<file path="src/rtl/ika2151_dac_rx_if.sv">
// Sound-link bundle between the OPM serial output and the DAC receiver.
// Inputs (i_*): tick enable, serial data and the two sample-hold strobes.
// Outputs (o_*): per-channel PCM with valid pulses, lock status, exponent error flag.
interface ika2151_dac_rx_if;
  logic        i_phi1_NCEN_n;
  logic        i_SO;
  logic        i_SH1;
  logic        i_SH2;
  logic [15:0] o_CH1;
  logic [15:0] o_CH2;
  logic        o_CH1_VALID;
  logic        o_CH2_VALID;
  logic        o_LOCKED;
  logic        o_EXP_ERR;

  // Driver side (OPM core / testbench)
  modport master (
    output i_phi1_NCEN_n, i_SO, i_SH1, i_SH2,
    input  o_CH1, o_CH2, o_CH1_VALID, o_CH2_VALID, o_LOCKED, o_EXP_ERR
  );

  // Receiver side (DAC front end)
  modport slave (
    input  i_phi1_NCEN_n, i_SO, i_SH1, i_SH2,
    output o_CH1, o_CH2, o_CH1_VALID, o_CH2_VALID, o_LOCKED, o_EXP_ERR
  );
endinterface

</file>
<file path="src/rtl/ika2151_dac_rx.sv">
// YM3012-style DAC front end: deserialises SO, latches a float word per channel on SHx fall,
// decodes to signed 16-bit PCM and qualifies the samples with a frame-lock state machine.
// Ports: i_EMUCLK clock, i_MRST sync active-high reset, io_dac bundle (see ika2151_dac_rx_if).
module ika2151_dac_rx #(
  parameter int FRAME_LEN = 32,
  parameter int LOCK_CNT  = 2
) (
  input  logic              i_EMUCLK,
  input  logic              i_MRST,
  ika2151_dac_rx_if.slave   io_dac
);

  localparam int         GW         = (LOCK_CNT < 2) ? 1 : $clog2(LOCK_CNT + 1);
  localparam logic [5:0] FRAME_LEN6 = FRAME_LEN[5:0];
  localparam logic [GW-1:0] LOCK_G  = LOCK_CNT[GW-1:0];

  typedef enum logic [1:0] {
    ST_UNLOCKED = 2'd0,
    ST_SYNCING  = 2'd1,
    ST_LOCKED   = 2'd2
  } state_t;

  state_t          r_state, w_state_nxt;
  logic [15:0]     r_sr;
  logic            r_sh1_z, r_sh2_z;
  logic [5:0]      r_cnt, w_cnt_nxt;
  logic [GW-1:0]   r_good, w_good_nxt, w_good_inc;

  logic            w_tick, w_fall1, w_fall2, w_spacing_ok, w_timeout;
  logic [2:0]      w_exp, w_shamt;
  logic [9:0]      w_man;
  logic [15:0]     w_s16, w_pcm;

  assign w_tick  = ~io_dac.i_phi1_NCEN_n;
  assign w_fall1 = w_tick & r_sh1_z & ~io_dac.i_SH1;
  assign w_fall2 = w_tick & r_sh2_z & ~io_dac.i_SH2;

  // Word is read from the register before this tick's shift: the bit on SO during the
  // fall tick belongs to the next word.
  assign w_exp   = r_sr[15:13];
  assign w_man   = r_sr[12:3];

  // Mantissa sign bit is inverted (1 = positive); exponent 0 decodes like exponent 1.
  assign w_s16   = {{6{~w_man[9]}}, ~w_man[9], w_man[8:0]};
  assign w_shamt = (w_exp == 3'd0) ? 3'd0 : (w_exp - 3'd1);
  assign w_pcm   = w_s16 << w_shamt;

  // Period counter: the fall tick itself is tick 1 of the next interval; saturates at 63.
  always_comb begin
    w_cnt_nxt = r_cnt;
    if (w_fall1)
      w_cnt_nxt = 6'd1;
    else if (r_cnt != 6'd63)
      w_cnt_nxt = r_cnt + 6'd1;
  end

  assign w_spacing_ok = (r_cnt == FRAME_LEN6);
  // Timeout looks at the post-tick count so o_LOCKED drops on the tick the count passes FRAME_LEN.
  assign w_timeout    = ~w_fall1 & (w_cnt_nxt > FRAME_LEN6);
  assign w_good_inc   = r_good + 1'b1;

  always_comb begin
    w_state_nxt = r_state;
    w_good_nxt  = r_good;
    if (w_tick) begin
      unique case (r_state)
        ST_UNLOCKED: begin
          if (w_fall1) begin
            w_state_nxt = ST_SYNCING;
            w_good_nxt  = '0;
          end
        end
        ST_SYNCING: begin
          if (w_fall1) begin
            if (w_spacing_ok) begin
              w_good_nxt = w_good_inc;
              if (w_good_inc == LOCK_G)
                w_state_nxt = ST_LOCKED;
            end else begin
              w_good_nxt = '0;
            end
          end else if (w_timeout) begin
            w_state_nxt = ST_UNLOCKED;
          end
        end
        ST_LOCKED: begin
          if (w_fall1 && !w_spacing_ok) begin
            w_state_nxt = ST_SYNCING;
            w_good_nxt  = '0;
          end else if (w_timeout) begin
            w_state_nxt = ST_UNLOCKED;
          end
        end
        default: begin
          w_state_nxt = ST_UNLOCKED;
          w_good_nxt  = '0;
        end
      endcase
    end
  end

  always_ff @(posedge i_EMUCLK) begin
    if (i_MRST) begin
      r_sr               <= '0;
      r_sh1_z            <= 1'b0;
      r_sh2_z            <= 1'b0;
      r_cnt              <= '0;
      r_good             <= '0;
      r_state            <= ST_UNLOCKED;
      io_dac.o_CH1       <= '0;
      io_dac.o_CH2       <= '0;
      io_dac.o_CH1_VALID <= 1'b0;
      io_dac.o_CH2_VALID <= 1'b0;
      io_dac.o_LOCKED    <= 1'b0;
      io_dac.o_EXP_ERR   <= 1'b0;
    end else begin
      // Valid pulses last one EMUCLK cycle regardless of tick rate.
      io_dac.o_CH1_VALID <= 1'b0;
      io_dac.o_CH2_VALID <= 1'b0;
      if (w_tick) begin
        r_sr            <= (r_sr >> 1) | {io_dac.i_SO, 15'd0};
        r_sh1_z         <= io_dac.i_SH1;
        r_sh2_z         <= io_dac.i_SH2;
        r_cnt           <= w_cnt_nxt;
        r_good          <= w_good_nxt;
        r_state         <= w_state_nxt;
        io_dac.o_LOCKED <= (w_state_nxt == ST_LOCKED);
        if (w_fall1) begin
          io_dac.o_CH1       <= w_pcm;
          io_dac.o_CH1_VALID <= (r_state == ST_LOCKED);
        end
        if (w_fall2) begin
          io_dac.o_CH2       <= w_pcm;
          io_dac.o_CH2_VALID <= (r_state == ST_LOCKED);
        end
        if ((w_fall1 || w_fall2) && (w_exp == 3'd0))
          io_dac.o_EXP_ERR <= 1'b1;
      end
    end
  end

endmodule

</file>
<file path="src/flat_wrapper.sv">
// flat-port wrapper written by rule: the top's interface ports become plain ports
module ika2151_dac_rx_flat 
#(
  parameter int FRAME_LEN = 32,
  parameter int LOCK_CNT  = 2
)
  (i_EMUCLK, i_MRST, io_dac_i_phi1_NCEN_n, io_dac_i_SO, io_dac_i_SH1, io_dac_i_SH2, io_dac_o_CH1, io_dac_o_CH2, io_dac_o_CH1_VALID, io_dac_o_CH2_VALID, io_dac_o_LOCKED, io_dac_o_EXP_ERR);
  ika2151_dac_rx_if io_dac_i ();
  input  logic i_EMUCLK;
  input  logic i_MRST;
  input wire logic [$bits(io_dac_i.i_phi1_NCEN_n)-1:0] io_dac_i_phi1_NCEN_n;
  input wire logic [$bits(io_dac_i.i_SO)-1:0] io_dac_i_SO;
  input wire logic [$bits(io_dac_i.i_SH1)-1:0] io_dac_i_SH1;
  input wire logic [$bits(io_dac_i.i_SH2)-1:0] io_dac_i_SH2;
  output wire logic [$bits(io_dac_i.o_CH1)-1:0] io_dac_o_CH1;
  output wire logic [$bits(io_dac_i.o_CH2)-1:0] io_dac_o_CH2;
  output wire logic [$bits(io_dac_i.o_CH1_VALID)-1:0] io_dac_o_CH1_VALID;
  output wire logic [$bits(io_dac_i.o_CH2_VALID)-1:0] io_dac_o_CH2_VALID;
  output wire logic [$bits(io_dac_i.o_LOCKED)-1:0] io_dac_o_LOCKED;
  output wire logic [$bits(io_dac_i.o_EXP_ERR)-1:0] io_dac_o_EXP_ERR;
  assign io_dac_i.i_phi1_NCEN_n = io_dac_i_phi1_NCEN_n;
  assign io_dac_i.i_SO = io_dac_i_SO;
  assign io_dac_i.i_SH1 = io_dac_i_SH1;
  assign io_dac_i.i_SH2 = io_dac_i_SH2;
  assign io_dac_o_CH1 = io_dac_i.o_CH1;
  assign io_dac_o_CH2 = io_dac_i.o_CH2;
  assign io_dac_o_CH1_VALID = io_dac_i.o_CH1_VALID;
  assign io_dac_o_CH2_VALID = io_dac_i.o_CH2_VALID;
  assign io_dac_o_LOCKED = io_dac_i.o_LOCKED;
  assign io_dac_o_EXP_ERR = io_dac_i.o_EXP_ERR;
  ika2151_dac_rx #(.FRAME_LEN(FRAME_LEN), .LOCK_CNT(LOCK_CNT)) u_core (.i_EMUCLK(i_EMUCLK), .i_MRST(i_MRST), .io_dac(io_dac_i));
endmodule
</file>
<file path="config.mk">
export PLATFORM = sky130hd
export DESIGN_NAME = ika2151_dac_rx_flat
export DESIGN_NICKNAME = d
export VERILOG_FILES = /design/src/rtl/ika2151_dac_rx_if.sv /design/src/rtl/ika2151_dac_rx.sv /design/src/flat_wrapper.sv
export SDC_FILE = /design/constraint.sdc
export NUM_CORES = 1
export LEC_CHECK = 0
export CAP_MARGIN = 20
export CORE_ASPECT_RATIO = 0.7
export CORE_MARGIN = 5
export CORE_UTILIZATION = 58
export DETAILED_ROUTE_END_ITERATION = 7
export HOLD_SLACK_MARGIN = 0.08
export PLACE_DENSITY = 0.87
export SKIP_LAST_GASP = 1
export SYNTH_ARGS = -nofsm -noshare
export SYNTH_HDL_FRONTEND = slang
export SYNTH_SLANG_ARGS = --single-unit
</file>
<file path="constraint.sdc">
create_clock -name i_EMUCLK -period 2.5 [get_ports i_EMUCLK]
set_input_delay 0.5 -clock i_EMUCLK [delete_from_list [all_inputs] [get_ports i_EMUCLK]]
set_output_delay 0.5 -clock i_EMUCLK [all_outputs]
set_load 0.01 [all_outputs]
</file>
; ---- After elaboration in Yosys (flattened, before gate mapping)
; Index checks and enable logic that the tools add are counted.
; Widths: inputs -> output; s select.
[op_classes]
add_sub_neg = 3
multipliers = 0
div = 0
n_lt_le_gt_ge = 1
eq_ne = 9
shift = 1
muxes = 16
bitwise = 12
reduce_logical = 12
[ops]
columns = op, n
row1 = $mux 2, 11
row2 = $or 15x16->16, 1
row3 = $shl 16x3->16, 1
row4 = $mux 6, 2
row5 = $pmux 2 s3, 2
row6 = $add 6x1->6 const B, 1
row7 = $eq 2x2->1 const B, 3
row8 = $eq 6x6->1 const B, 1
row9 = $gt 6x6->1 const B, 1
row10 = $ne 2x1->1 const B, 3
row11 = $ne 6x6->1 const B, 1
row12 = $not 1->1, 6
row13 = $reduce_and 2->1, 3
row14 = $reduce_or 3->1, 2
row15 = $and 1x1->1, 5
row16 = $reduce_and 4->1, 1
row17 = $logic_not 3->1, 1
row18 = $mux 3, 1
row19 = $sub 3x1->3 const B, 1
row20 = $add 2x1->2 const B, 1
row21 = $eq 2x1->1 const B, 1
row22 = $logic_and 1x1->1, 2
row23 = $logic_not 2->1, 1
row24 = $logic_not 1->1, 1
row25 = $logic_or 1x1->1, 1
[word_totals]
ff_bits = 64
latchBits = 0
ramBits = 0
rom_bits = 0
input_bits = 6
output_inout_bits = 36
elab_cells = 66
memories = 0

; ---- Depth between registers and ports, before layout
[depth]
ltp_word = 11
depth_mapped = 8
ltp_nobuf = 7

; ---- Worst setup path before layout
; OpenSTA, ideal clock, no wires.
[synth_timing]
path_kind = reg-to-reg
startpoint = reg u_core.r_cnt[0]
endpoint = reg u_core.r_state[0]
setup_time_ns = 0.070
t_arrival_ns = 1.489
required_ns = 2.430
path_slack_ns = 0.941
stages_incl_launch_ff = 6
path_buffers = 0
synth_period_minus_slack_ns = 1.559
path_cell_list = dfxtp_1 > ha_1 > or4b_4 > a31oi_4 > o21ai_2 > a21oi_1
[synth_via]
elab_chain_len = 9
elab_cells_between_ends = 15
cone_classes = add/sub: 1 / order compare: 1 / eq/ne: 2 / mux: 8 / bitwise: 1 / reduce/logical: 2
[synth_rtl]
columns = element, line
row1 = "start, declared", ika2151_dac_rx.sv:26  ; logic [5:0] r_cnt, w_cnt_nxt;
row2 = "start signal, assigned", ika2151_dac_rx.sv:124  ; r_cnt <= w_cnt_nxt;
row3 = $add 6x1->6 / $ne 6x6->1 (equally long branches), "ika2151_dac_rx.sv:54, ika2151_dac_rx.sv:53"
row4 = $mux 6, ika2151_dac_rx.sv:53  ; else if (r_cnt != 6'd63)
row5 = $mux 6, ika2151_dac_rx.sv:51  ; if (w_fall1)
row6 = $gt 6x6->1, ika2151_dac_rx.sv:59  ; assign w_timeout = ~w_fall1 & (w_cnt_nxt > FRAME_LEN6);
row7 = $and 1x1->1, ika2151_dac_rx.sv:59
row8 = $mux 2, "ika2151_dac_rx.sv:82, ika2151_dac_rx.sv:90"
row9 = $mux 2 (on tied branches), "ika2151_dac_rx.sv:87, ika2151_dac_rx.sv:74"
row10 = $pmux 2 s3 *, ika2151_dac_rx.sv:66  ; unique case (r_state)
row11 = $mux 2 *, ika2151_dac_rx.sv:65  ; if (w_tick) begin
row12 = "end signal, assigned", ika2151_dac_rx.sv:126  ; r_state <= w_state_nxt;
row13 = "end, declared", ika2151_dac_rx.sv:23  ; state_t r_state, w_state_nxt;
; Mark *: on every way between the ends. The rest lies on a longest branch, timed or not.
; A chain may end at the register's enable or synchronous reset.

; ---- Worst setup path in the final report
[layout_timing]
startpoint = reg u_core.r_sr[15]
endpoint = reg u_core.io_dac.o_CH2[5]
[layout_via]
elab_chain_len = 3
elab_cells_between_ends = 4
cone_classes = add/sub: 1 / shift: 1 / mux: 1 / reduce/logical: 1
[layout_rtl]
columns = element, line
row1 = "start, declared", ika2151_dac_rx.sv:24  ; logic [15:0] r_sr;
row2 = "start signal, assigned", ika2151_dac_rx.sv:121  ; r_sr <= (r_sr >> 1) | {io_dac.i_SO, 15'd0};
row3 = $sub 3x1->3 / $logic_not 3->1 (equally long branches), ika2151_dac_rx.sv:45  ; assign w_shamt = (w_exp == 3'd0) ? 3'd0 : (w_exp - 3'd1);
row4 = $mux 3 *, ika2151_dac_rx.sv:45
row5 = $shl 16x3->16 *, ika2151_dac_rx.sv:46  ; assign w_pcm = w_s16 << w_shamt;
row6 = "end signal, assigned", ika2151_dac_rx.sv:133  ; io_dac.o_CH2 <= w_pcm;
row7 = "end, declared", ika2151_dac_rx_if.sv:25  ; output o_CH1, o_CH2, o_CH1_VALID, o_CH2_VALID, o_LOCKED, o_EXP_ERR
; Marked as above.

==> results.md <==
* Mean instance size in the synthesized netlist at 8.19 um2
* Depth of the worst register-to-register path at 5
* Cells along the critical path: buf_4 > nor3b_1 > a32oi_1 > o31a_1 > a211oi_1
* Cell area after synthesis at 3070 um2
* HP Start: u_core.io_dac.o_CH1[1]
* Setup clock skew after layout at 0.0101 ns
* First-pass iteration count of the detailed router at 6
* Clock net sink count at 61
* Buffers & Inverters on Critical Path at 1
* Residual antenna-violating net count after detailed routing at 0
* Peak ir drop on the vdd network at 0.000471 V
* Total DRC errors in the routed layout at 0
* Number of enable flip-flop cells after synthesis at 0
* Largest area contributor in the synthesized netlist: sky130_fd_sc_hd__dfxtp_1
* Max-cap violations at 0
* Hold crit path type: reg2reg
* Overall track demand over capacity in global routing at 21.6%
* Flop pwr share at 46.5%
* Proportion of layout cells with a drive suffix above 1 at 10.0%
* Post-route met1 wirelength at 3.46 mm
* Hold path cells at 2
* Total congestion overflow at 0
* Inserted Clock Buffers at 9
* Highest metal layer with signal wires: met4
* Total via count after detailed routing at 2788
* Tightest slew margin relative to the limit at 64.7%
* Number of cells on the critical path at 5
* First DRT Iteration DRCs at 340
* Post-detailed-route via-to-cell ratio at 5.80
* Routed length per placed instance at 15.0 um
* Global placer's final weighted congestion at 0.870
* Synth cell types at 54
* Endpoint required time on the critical path at 2.74 ns
* Antenna violations before repair at 0
* Summed negative setup slack over all endpoints at 0 ns
* Die Width at 97.0 um
* Category of the worst setup path launch point: register
* Flip-flop cell with the highest count after synthesis: sky130_fd_sc_hd__dfxtp_1
* Yosys reg bits at 61
* Gate count after technology mapping at 375
* Portion of total power attributed to combinational logic at 8.7%
* Final Hold Vio Count at 0
* Buffer type at the clock tree root: sky130_fd_sc_hd__clkbuf_8
* Launch point of the worst reg-to-reg path: u_core.r_sr[15]
* Total area of sequential cells at 1220 um2
* Top cell type's share of synthesized area at 39.8%
* Peak clock frequency supported by timing at 529 MHz
* Number of setup violations in the final report at 0
* Total power per unit cell area at 584 nW/um2
* Final Routed Wirelength at 7.22 mm
* Height of the chip at 70.9 um
* Placeable Area at 5170 um2
* Internal portion of total power at 0.00164 W
* Share of the clock period used by the worst path after layout at 75.7%
* Filler Cell Count at 403
* Type of the worst setup path: reg2reg
* Top post-synthesis cells by area: sky130_fd_sc_hd__dfxtp_1 (40%), sky130_fd_sc_hd__mux2i_1 (8.5%), sky130_fd_sc_hd__nor2_1 (8.3%)
* Met2 routed wirelength at 3.17 mm
* Area of the die at 6870 um2
* Antenna diode count at 0
* Area Overhead vs Synth at 20.9%
* Sum of net half-perimeters after detailed placement at 5.17 mm
* Starting density of the core at 59.4%
* Max Fanout on Critical Path at 13
* Leak Pwr at 1.30 nW
* Switching fraction of total power at 24.4%
* Critical path's top delay family: flip-flops
* Switch Pwr at 0.000530 W
* Clock tree buffer depth at 2
* Clock Power Share at 44.7%
* Count of cells resized by post-cts repair at 0
* Met3 wire length at 547 um
* Share of the yosys chip area belonging to registers at 39.8%
* Number of buffers inserted to repair setup after CTS at 0
* Worst slew pin tran at 0.530 ns
* CTS clock-pin slew for the worst setup and hold paths at 0.08 ns
* Number of global-route vias before repair at 2442
* Area of combinational cells with multiple inputs at 1660 um2
* Port Buffer Count at 41
* Number of rows in the core area at 22
* Count of synthesis-stage warnings from yosys at 0
* Time the final worst path needs with I/O delays and setup at 1.89 ns
* Share of synthesized flip-flops with an asynchronous set or reset at 0%
* Run status: finished, final reports clean
* Capturing element type of the critical path: register
* Ports placed on the boundary at 42
* Clock tree from TritonCTS: done
* Most common library cell in the layout ignoring fill and taps: sky130_fd_sc_hd__nor2_1
* Syn_nets at 384
* Number of slew-limit violations in the final report at 0
* Final Instance Count excl. Fillers at 481
* Source-to-sink clock delay at the later pin of the worst-skew pair at 0.34 ns
* CTS HTree Levels at 3
* Pin count of the biggest net entering global routing at 34
* Leading cell types in the layout, fill and taps excluded: sky130_fd_sc_hd__nor2_1 (68), sky130_fd_sc_hd__dfxtp_1 (61), sky130_fd_sc_hd__clkdlybuf4s50_1 (40)
* Crit path largest cell delay at 0.58 ns
* Cell with the largest stage delay on the worst path: sky130_fd_sc_hd__dfxtp_1
* RSZ-0062 raised after global routing: false
* CTS hold repair buffers at 0
* # placed instances at 465
* Number of nets in the layout at 413
* Worst setup startpoint: u_core.r_sr[15]
* Arrival time of the worst setup path at 2.13 ns
* Wire length of the first global-routing pass at 12.3 mm
layer usage:
metal,global-route usage [%],up-vias
li1,-,1375
met1,30.2,1284
met2,32.6,123
met3,6.40,6
met4,5.92,0
met5,0,-
power groups by stage:
stage	sequential, W	combinational (W)	clock [W]
4_1_cts	0.00101	0.000188	0.000992
6_report	0.00101	0.000190	0.000971
5_1_grt	0.00101	0.000207	0.00103
3_5_place_dp	0.00103	0.000186	0
2_1_floorplan	0.00103	0.000126	0
3_3_place_gp	0.00103	0.000182	0
per-stage QoR:
stage	setup slack [ns]	total power (W)	area (um2)	hold slack, ns	util, %
2_1_floorplan	0.941	0.00116	3070	0.451	-
5_1_grt	0.437	0.00225	3710	0.486	71.8
4_1_cts	0.661	0.00219	3710	0.457	71.8
6_report	0.608	0.00217	3710	0.458	71.8
3_3_place_gp	0.460	0.00121	3490	0.444	67.5
3_5_place_dp	0.385	0.00122	3490	0.446	67.5
final timing paths:
check	end	slack, ns
max	u_core.io_dac.o_CH2[5]	0.61
min reg2reg	u_core.io_dac.o_CH1[1]	0.46
min	u_core.io_dac.o_CH1[1]	0.46
max reg2reg	u_core.io_dac.o_CH2[5]	0.61
Yosys cell counts, types with 2 or more instances:
library cell and count:
sky130_fd_sc_hd__a211oi_1 24, sky130_fd_sc_hd__a21o_1 2, sky130_fd_sc_hd__a21oi_1 34, sky130_fd_sc_hd__a22o_1 3
sky130_fd_sc_hd__a22oi_1 2, sky130_fd_sc_hd__a31oi_1 3, sky130_fd_sc_hd__and2_1 2, sky130_fd_sc_hd__and3_1 2
sky130_fd_sc_hd__buf_2 11, sky130_fd_sc_hd__buf_4 3, sky130_fd_sc_hd__clkbuf_1 20, sky130_fd_sc_hd__dfxtp_1 61
sky130_fd_sc_hd__ha_1 3, sky130_fd_sc_hd__inv_1 6, sky130_fd_sc_hd__mux2_2 3, sky130_fd_sc_hd__mux2i_1 26
sky130_fd_sc_hd__nand2_1 29, sky130_fd_sc_hd__nand2b_1 4, sky130_fd_sc_hd__nand3_1 7, sky130_fd_sc_hd__nand3b_1 3
sky130_fd_sc_hd__nor2_1 68, sky130_fd_sc_hd__nor2b_1 6, sky130_fd_sc_hd__nor3_1 12, sky130_fd_sc_hd__o21ai_0 7
sky130_fd_sc_hd__o21ai_1 2, sky130_fd_sc_hd__o22a_1 3, sky130_fd_sc_hd__xnor2_1 2
state kept, by name (all words and copies together) (netlist names):
name / flops
u_core.io_dac.o_CH1: 16
u_core.io_dac.o_CH1_VALID: 1
u_core.io_dac.o_CH2: 16
u_core.io_dac.o_CH2_VALID: 1
u_core.io_dac.o_EXP_ERR: 1
u_core.io_dac.o_LOCKED: 1
u_core.r_cnt: 6
u_core.r_good: 2
u_core.r_sh1_z: 1
u_core.r_sh2_z: 1
u_core.r_sr: 13
u_core.r_state: 2
tightest hold or removal path, delay by kind of cell (launching register included):
kind,cells,cell delay (ns)
flops,1,0.31
simple gates,1,0.05
compound gates,1,0.05
cells by family after synthesis:
group | count (synthesis) | synth area share, %
buffers and inverters | 41 | 6.07
AO/OA/AOI/OAI | 92 | 20.0
XOR/XNOR | 3 | 0.856
AND/OR/NAND/NOR | 146 | 22.5
adder cells (fa/ha/maj) | 3 | 1.22
multiplexers | 29 | 9.57
flip-flops | 61 | 39.8
final cells by class:
type                            count  area share [%]
Inverter                            6           0.606
Tap cell                           72            2.43
Clock inverter                      7            2.63
Multi-Input combinational cell    273            44.8
Sequential cell                    61            32.9
Timing Repair Buffer               53            13.3
Clock buffer                        9            3.33
Note: power is estimated with default switching activity, not from simulation.
